**src/rtl/mop_thread_sched.sv**
```systemverilog
// mop_thread_sched
// Interleaves up to N_THR micro-op threads onto a single multiplier issue port.
// Each thread walks its pc from start_pc to end_pc inclusive (modulo 2^PC_W). It
// then waits LAT cycles for its last result to leave the pipeline, pulses done
// and returns to IDLE.
// Build option: define SCHED_SKIP_IDLE_EN for work-conserving round-robin
// arbitration. Without it, each thread owns a fixed TDM slot.
module mop_thread_sched #(
  parameter int N_THR = 5,
  parameter int LAT   = 76,
  parameter int PC_W  = 8
) (
  input  logic                     clk,
  input  logic                     rstn,
  input  logic                     start,
  input  logic [$clog2(N_THR)-1:0] start_thr,
  input  logic [PC_W-1:0]          start_pc,
  input  logic [PC_W-1:0]          end_pc,
  input  logic                     stall,
  output logic                     issue_valid,
  output logic [$clog2(N_THR)-1:0] issue_thr,
  output logic [PC_W-1:0]          issue_pc,
  output logic [N_THR-1:0]         done,
  output logic                     err,
  output logic                     busy
);
  localparam int TW = $clog2(N_THR);
  localparam int CW = $clog2(LAT + 1);
  localparam logic [CW-1:0] LAT_W = CW'(LAT);

  typedef enum logic [1:0] {IDLE = 2'd0, RUN = 2'd1, DRAIN = 2'd2} thr_state_t;

  logic [N_THR-1:0] run_vec;
  logic [N_THR-1:0] idle_vec;
  logic [N_THR-1:0] start_hit_vec;
  logic [PC_W-1:0]  pc_all [N_THR];

  logic             grant_valid;
  logic [TW-1:0]    grant_thr;
  logic [TW-1:0]    slot_reg, slot_next;

  logic             issue_valid_reg;
  logic [TW-1:0]    issue_thr_reg;
  logic [PC_W-1:0]  issue_pc_reg;
  logic             err_reg, err_next;

`ifdef SCHED_SKIP_IDLE_EN
  localparam logic [TW:0] N_THR_W = (TW + 1)'(N_THR);
  logic [TW:0] cand;

  // Round-robin: grant the first RUN thread after the last granted one.
  // slot_reg remembers that last grant.
  always_comb begin
    grant_valid = 1'b0;
    grant_thr   = slot_reg;
    cand        = '0;
    for (int k = 1; k <= N_THR; k++) begin
      cand = {1'b0, slot_reg} + (TW + 1)'(k);
      if (cand >= N_THR_W) cand = cand - N_THR_W;
      if (!stall && !grant_valid && run_vec[cand[TW-1:0]]) begin
        grant_valid = 1'b1;
        grant_thr   = cand[TW-1:0];
      end
    end
    slot_next = grant_valid ? grant_thr : slot_reg;
  end
`else
  localparam logic [TW-1:0] LAST_SLOT = TW'(N_THR - 1);

  // Fixed TDM: the slot owner issues only if it is running. The slot advances
  // on every unstalled cycle, even when the slot is empty.
  always_comb begin
    grant_valid = !stall && run_vec[slot_reg];
    grant_thr   = slot_reg;
    if (stall)                   slot_next = slot_reg;
    else if (slot_reg == LAST_SLOT) slot_next = '0;
    else                         slot_next = slot_reg + TW'(1);
  end
`endif

  // A start is rejected unless it targets an existing thread that is idle now.
  // A thread that is pulsing done is still DRAIN in that cycle.
  assign err_next = start && ~|(start_hit_vec & idle_vec);

  // Slot pointer, registered issue port and error pulse.
  always_ff @(posedge clk or negedge rstn) begin
    if (!rstn) begin
      slot_reg        <= '0;
      issue_valid_reg <= 1'b0;
      issue_thr_reg   <= '0;
      issue_pc_reg    <= '0;
      err_reg         <= 1'b0;
    end else begin
      slot_reg        <= slot_next;
      issue_valid_reg <= grant_valid;
      if (grant_valid) begin
        issue_thr_reg <= grant_thr;
        issue_pc_reg  <= pc_all[grant_thr];
      end
      err_reg         <= err_next;
    end
  end

  for (genvar gi = 0; gi < N_THR; gi++) begin : g_thr
    thr_state_t      state_reg, state_next;
    logic [PC_W-1:0] pc_reg, pc_next;
    logic [PC_W-1:0] end_reg, end_next;
    logic [CW-1:0]   cnt_reg, cnt_next;
    logic            start_hit, grant_hit;

    assign start_hit = start && (start_thr == TW'(gi));
    assign grant_hit = grant_valid && (grant_thr == TW'(gi));

    // Per-thread context registers.
    always_ff @(posedge clk or negedge rstn) begin
      if (!rstn) begin
        state_reg <= IDLE;
        pc_reg    <= '0;
        end_reg   <= '0;
        cnt_reg   <= '0;
      end else begin
        state_reg <= state_next;
        pc_reg    <= pc_next;
        end_reg   <= end_next;
        cnt_reg   <= cnt_next;
      end
    end

    // Thread FSM. It launches on start, steps pc on each grant, and drains LAT
    // cycles after its last issue. The drain count ignores stall.
    always_comb begin
      state_next = state_reg;
      pc_next    = pc_reg;
      end_next   = end_reg;
      cnt_next   = cnt_reg;
      case (state_reg)
        IDLE: begin
          if (start_hit) begin
            state_next = RUN;
            pc_next    = start_pc;
            end_next   = end_pc;
          end
        end
        RUN: begin
          if (grant_hit) begin
            pc_next = pc_reg + PC_W'(1);
            if (pc_reg == end_reg) begin
              state_next = DRAIN;
              cnt_next   = LAT_W;
            end
          end
        end
        DRAIN: begin
          if (cnt_reg == '0) state_next = IDLE;
          else               cnt_next   = cnt_reg - CW'(1);
        end
        default: state_next = IDLE;
      endcase
    end

    assign run_vec[gi]       = (state_reg == RUN);
    assign idle_vec[gi]      = (state_reg == IDLE);
    assign start_hit_vec[gi] = start_hit;
    assign done[gi]          = (state_reg == DRAIN) && (cnt_reg == '0);
    assign pc_all[gi]        = pc_reg;
  end

  assign busy        = ~&idle_vec;
  assign issue_valid = issue_valid_reg;
  assign issue_thr   = issue_thr_reg;
  assign issue_pc    = issue_pc_reg;
  assign err         = err_reg;

endmodule

```
**config.mk**
```make
export PLATFORM = sky130hd
export DESIGN_NAME = mop_thread_sched
export DESIGN_NICKNAME = d
export VERILOG_FILES = /design/src/rtl/mop_thread_sched.sv
export SDC_FILE = /design/constraint.sdc
export NUM_CORES = 1
export LEC_CHECK = 0
export BUFFER_PORTS_ARGS = -buffer_cell sky130_fd_sc_hd__buf_2
export CORE_MARGIN = 2
export CORE_UTILIZATION = 40
export DETAILED_ROUTE_END_ITERATION = 8
export PLACE_DENSITY = 0.59
export SYNTH_ARGS = -nofsm -noshare
export SYNTH_HDL_FRONTEND = slang
export SYNTH_SLANG_ARGS = --single-unit
```
**constraint.sdc**
```tcl
create_clock -name clk -period 2.24 [get_ports clk]
set_input_delay 0.224 -clock clk [delete_from_list [all_inputs] [get_ports clk]]
set_output_delay 0.224 -clock clk [all_outputs]
set_load 0.02 [all_outputs]
```
==> flow_summary_export.csv, run 1 <==
group,metric,value,unit
routing,viasPerCell,5.470,
clock_network,clk_pin_slew,70,ps
routing,totalWireLength,22.12,mm
clock_network,cts_max_level,4,
worst_setup_path,start_kind,"flop",
synthesis,syn-instance-count,843,
synthesis,yosys_warnings,0,
clock_network,cts-root-buf,"clkbuf_16",
global_route,grt_overflow,0,
die,die_y,144,um
place,gp_congestion,0.8894,
synthesis,synth_seq_cells,141,
pwr,power_density,1235,mW/mm2
synthesis,yosysMostFrequentCell,"dfrtp_1",
routing,drc,0,
sta,finalHoldViolations,0,
pwr,cellLeakagePower,4.232,nW
sta,max-slew-margin-rel,49.77,%
synthesis,synth_seq_area_share,45.00,%
sta,period_share,95.86,%
clock_network,clkSinkCount,141,
synthesis,synthFlopType,"dfrtp_1",
synthesis,syn_nets,886,
routing,antenna_left,0,
clock_network,tritoncts,"yes",
worst_setup_path,criticalPathCategory,"reg -> reg",
clock_network,cts_buffers,17,
worst_setup_path,arrival,2460,ps
die,die-area,0.02074,mm2
clock_network,clk_path_buf_depth,2,
synthesis,synth_cell_types,66,
synthesis,synthTopCellsByArea,"dfrtp_1 (45%), nand2_1 (5.6%), mux2_2 (3.4%)",
place,io_buffers,41,
run,cap_violations,0,
synthesis,ys_top_cells_by_count,"dfrtp_1 (141), nand2_1 (116), nor2_1 (54), a21oi_1 (53), o21ai_0 (53)",
hold_path,whs_path_depth,3,
routing,drtIter0Drc,769,
global_route,grt_pass1_wl,34.94,mm
finish,diodes,0,
global_route,antenna_found_initial,0,
synthesis,syn_avg_cell_area,9.300,um2
worst_setup_path,path_max_fanout,6,
routing,dr.pass1.iters,5,
global_route,grt_pass1_vias,6063,
clock_network,clkLatencyLatePin,440,ps
routing,wire_per_inst,18.40,um
worst_setup_path,worstSetupEndpointType,"flop",
die,ios,42,
pwr,vdd_drop_max,0.5987,mV
sta,timing.setup.tns,0,ps
worst_setup_path,r2r_cells,6,
hold_path,hp-class,"in -> reg",
global_route,grt.total_usage,22.48,%
worst_setup_path,crit_required,2560,ps
die,die_w,144,um
place,dp.final_hpwl,16.28,mm
die,initial_utilization,40.55,%
sta,final_max_slew_viol_count,0,
sta,setup_viol,0,
finish,fin_nets,967,
synthesis,synth_top_area_cell,"dfrtp_1",
sta,worst_slew_pin_slew,749.9,ps
global_route,grt_max_degree,72,
synthesis,async_reset_ff_share,100.0,%
die,fp-row-count,51,
finish,final_layout_size_suffix_gt1_share,18.57,%
sta,fmax,0.4657,GHz
sta,rsz0062_at_grt,"false",
die,core,0.01933,mm2
finish,area_growth,19.04,%
synthesis,synth_area,0.007840,mm2
routing,vias,6575,
outcome,status,"finished clean",
synthesis,synth_edf_count,0,
sta,hold_slack,29.19,ps
synthesis,yosysTopAreaCellShare,45.00,%
sta,fin_skew,16.30,ps
sta,period_needed,2147,ps
-- cell usage in the layout (no fill, tap or decap), drive strengths merged, types with 24 or more instances in the layout --
master  synthesis  final
mux2           24     24
a21oi          53     53
o21ai          55     55
buf             8     99
xnor2          28     28
xor2           28     28
dfrtp         141    141
o22ai          27     27
inv            36     45
nor2           54     54
nand2         116    116
-- metal layers --
metal  global-route usage (%)  routed length, um  share of wire (%)  up-vias
li1                         -                  -                  -     3194
met1                    33.95              10640                 48     3129
met2                    32.16               9364                 42      222
met3                    4.205               1588                7.2       30
met4                    7.843                528                2.4        0
met5                        0                  0                  0        -
-- logic make-up (layout without fill, tap and decap cells) --
group	count (synthesis)	after routing	synth area share, %
XOR/XNOR	56	56	6.256
flip-flops	141	141	45.00
adder cells (fa/ha/maj)	20	20	3.192
AO/OA/AOI/OAI	211	211	17.36
multiplexers	38	38	5.873
AND/OR/NAND/NOR	302	302	18.53
buffers and inverters	75	169	3.782
-- power breakdown --
group | total (mW) | internal [mW] | switching [mW]
combinational | 4.22 | 1.89 | 2.32
sequential | 4.33 | 3.33 | 1.00
clock | 2.98 | 1.72 | 1.26
total | 11.5 | 6.94 | 4.58
-- final cells by class --
class | instances | area, um2
Fill cell | 1843 | 10000
Tap cell | 265 | 331.6
Clock buffer | 18 | 439.2
Inverter | 37 | 138.9
Sequential cell | 141 | 3528
Multi-Input combinational cell | 627 | 4036
Clock inverter | 14 | 171.4
Timing Repair Buffer | 100 | 686.9
-- worst paths after layout --
check / slack [ps] / endpoint / startpoint
setup / recovery: 90 / g_thr[1].pc_reg[1] / g_thr[1].state_reg[1]
hold / removal: 30 / err / start
setup reg to reg: 90 / g_thr[1].pc_reg[1] / g_thr[1].state_reg[1]
hold reg to reg: 490 / issue_pc[7] / issue_pc[7]
max in group asynchronous: 1210 / g_thr[3].pc_reg[3] / rstn
min in group asynchronous: 290 / issue_thr[0] / rstn
-- timing repair --
action,4_1_cts,5_1_grt
hold buffers,1,0
endpoints found under the hold margin,37,0
gates resized for setup,0,5
setup buffers,0,1
endpoints found under the setup margin,0,8
-- critical path: stages, from the launching register on --
cell and delay (ps):
dfrtp_1 370, nand2b_1 160, mux4_2 550, buf_6 170
o41ai_4 420, buf_2 260, a31oi_1 90
-- stage by stage --
step | std cells | utilization, % | setup WS, ps | power (mW) | instance area (um2)
2_1_floorplan | 843 | - | 10.52 | 6.917 | 7840
3_3_place_gp | 1167 | 44.85 | 119.3 | 8.409 | 8671
3_5_place_dp | 1167 | 44.85 | 94.43 | 8.441 | 8671
4_1_cts | 1200 | 48.06 | 89.34 | 11.47 | 9291
5_1_grt | 1202 | 48.27 | 0.8484 | 12.27 | 9333
6_report | 1202 | 48.27 | 92.77 | 11.52 | 9333
No activity file was read; power rests on OpenSTA's default activity.
==> run 2, diff against run 1 <==
--- a/config.mk
+++ b/config.mk
@@ -6,6 +6,7 @@
 export NUM_CORES = 1
 export LEC_CHECK = 0
 export BUFFER_PORTS_ARGS = -buffer_cell sky130_fd_sc_hd__buf_2
+export CORE_ASPECT_RATIO = 1.2
 export CORE_MARGIN = 2
 export CORE_UTILIZATION = 40
 export DETAILED_ROUTE_END_ITERATION = 8
==> flow_summary_export.csv, run 2 (synthesis results as in run 1) <==
group,metric,value,unit
die,initial_utilization,40.39,%
finish,fin_cells,1185,
clock_network,clkSinkCount,141,
clock_network,cts_buffers,17,
worst_setup_path,r2r_cells,6,
sta,setup_viol,0,
sta,final_max_slew_viol_count,0,
routing,antenna_left,0,
pwr,cellLeakagePower,4.142,nW
pwr,power_density,1218,mW/mm2
finish,final_common_cell,"dfrtp_1",
place,dp.final_hpwl,16.37,mm
clock_network,clk_pin_slew,60,ps
finish,diodes,0,
routing,vias,6552,
pwr,power,11.22,mW
clock_network,clkLatencyLatePin,420,ps
worst_setup_path,r2r_setup_slack,50,ps
worst_setup_path,path_max_fanout,8,
die,fp-row-count,56,
global_route,grt.total_usage,22.22,%
die,ios,42,
global_route,grt_max_degree,54,
die,die_y,157.4,um
hold_path,hp-class,"in -> reg",
worst_setup_path,worstSetupEndpointType,"flop",
run,cap_violations,0,
worst_setup_path,reg2reg_to,"g_thr[3].cnt_reg[3]",
clock_network,tritoncts,"yes",
place,dp_cells,1152,
finish,final_cell_mix,"dfrtp_1 (141), nand2_1 (116), nor2_1 (53), a21oi_1 (53), o21ai_0 (53)",
clock_network,clk_path_buf_depth,2,
worst_setup_path,crit_start,"g_thr[2].state_reg[1]",
finish,area_growth,17.48,%
place,io_buffers,41,
sta,finalHoldViolations,0,
global_route,grt_overflow,0,
routing,drtIter0Drc,448,
routing,totalWireLength,21.97,mm
sta,period_needed,2187,ps
routing,drc,0,
worst_setup_path,arrival,2530,ps
worst_setup_path,start_kind,"flop",
clock_network,cts_max_level,4,
routing,viasPerCell,5.529,
sta,period_share,97.64,%
sta,fmax,0.4572,GHz
worst_setup_path,reg2reg_from,"g_thr[2].state_reg[1]",
place,gp_congestion,0.8791,
sta,max-slew-margin-rel,49.13,%
die,die_w,131.8,um
sta,rsz0062_at_grt,"true",
finish,fin_util,47.45,%
global_route,grt_pass1_vias,6305,
hold_path,hp-start,"start",
place,place_ws,-37.55,ps
worst_setup_path,critPathCapture,"g_thr[3].cnt_reg[3]",
finish,final_layout_size_suffix_gt1_share,17.42,%
finish,fillCellCount,1873,
sta,fin_skew,7.926,ps
global_route,antenna_found_initial,0,
finish,fin_nets,955,
clock_network,cts-root-buf,"clkbuf_16",
die,die-area,0.02074,mm2
worst_setup_path,criticalPathCategory,"reg -> reg",
outcome,status,"finished clean",
routing,wire_per_inst,18.54,um
worst_setup_path,crit_required,2580,ps
sta,worst_slew_pin_slew,759.5,ps
global_route,grt_pass1_wl,35.40,mm
sta,layout_setup_ws,52.94,ps
routing,dr.pass1.iters,5,
sta,hold_slack,47.61,ps
die,core,0.01941,mm2
pwr,vdd_drop_max,0.6952,mV
## run 2: layer usage
| metal | share of wire (%) | track usage, % |
|---|---|---|
| met1 | 46 | 29.78 |
| met2 | 47 | 36.52 |
| met5 | 0 | 0 |
| met3 | 4.4 | 3.671 |
| met4 | 2.4 | 8.023 |
## run 2: worst min-delay path by stage
stage | depth (start not counted) | endpoint | slack (ps)
floorplan | 0 | err | -70
CTS | 3 | err | 40
global placement | 1 | g_thr[0].cnt_reg[6] | 230
detailed placement | 1 | g_thr[0].cnt_reg[6] | 220
finish | 3 | err | 50
global route | 3 | err | 70
## run 2: report_power, final
group	internal (mW)	total (mW)	leakage (nW)	switching, mW
sequential	3.33	4.29	1.67	0.961
combinational	1.82	4.15	2.20	2.33
clock	1.68	2.78	0.274	1.09
total	6.84	11.2	4.14	4.38
## run 2: final cells by class
class	instances	area [um2]	area share, %
Clock inverter	11	118.9	1.291
Inverter	37	138.9	1.508
Tap cell	261	326.6	3.546
Sequential cell	141	3528	38.31
Multi-Input combinational cell	627	4033	43.78
Timing Repair Buffer	88	608.1	6.602
Clock buffer	20	456.7	4.959
## run 2: per-stage QoR
| stage | cell area [um2] | setup TNS [ps] |
|---|---|---|
| 2_1_floorplan | 7840 | 0 |
| 3_3_place_gp | 8602 | -12.31 |
| 3_5_place_dp | 8602 | -55.07 |
| 4_1_cts | 9190 | 0 |
| 5_1_grt | 9210 | -43.49 |
| 6_report | 9210 | 0 |
## run 2: critical path: stages (launching register included)
cell and delay (ps):
dfrtp_1 370, nand2b_2 230, mux4_2 530, buf_12 170
a2111oi_4 410, a21o_1 220, a2bb2oi_1 180
## run 2: repair_timing
item                                    CTS  global route
endpoints found under the setup margin    3            13
hold buffers                              1             0
buffers inserted                          0             1
resized for setup                         1             4
endpoints found under the hold margin    51             0
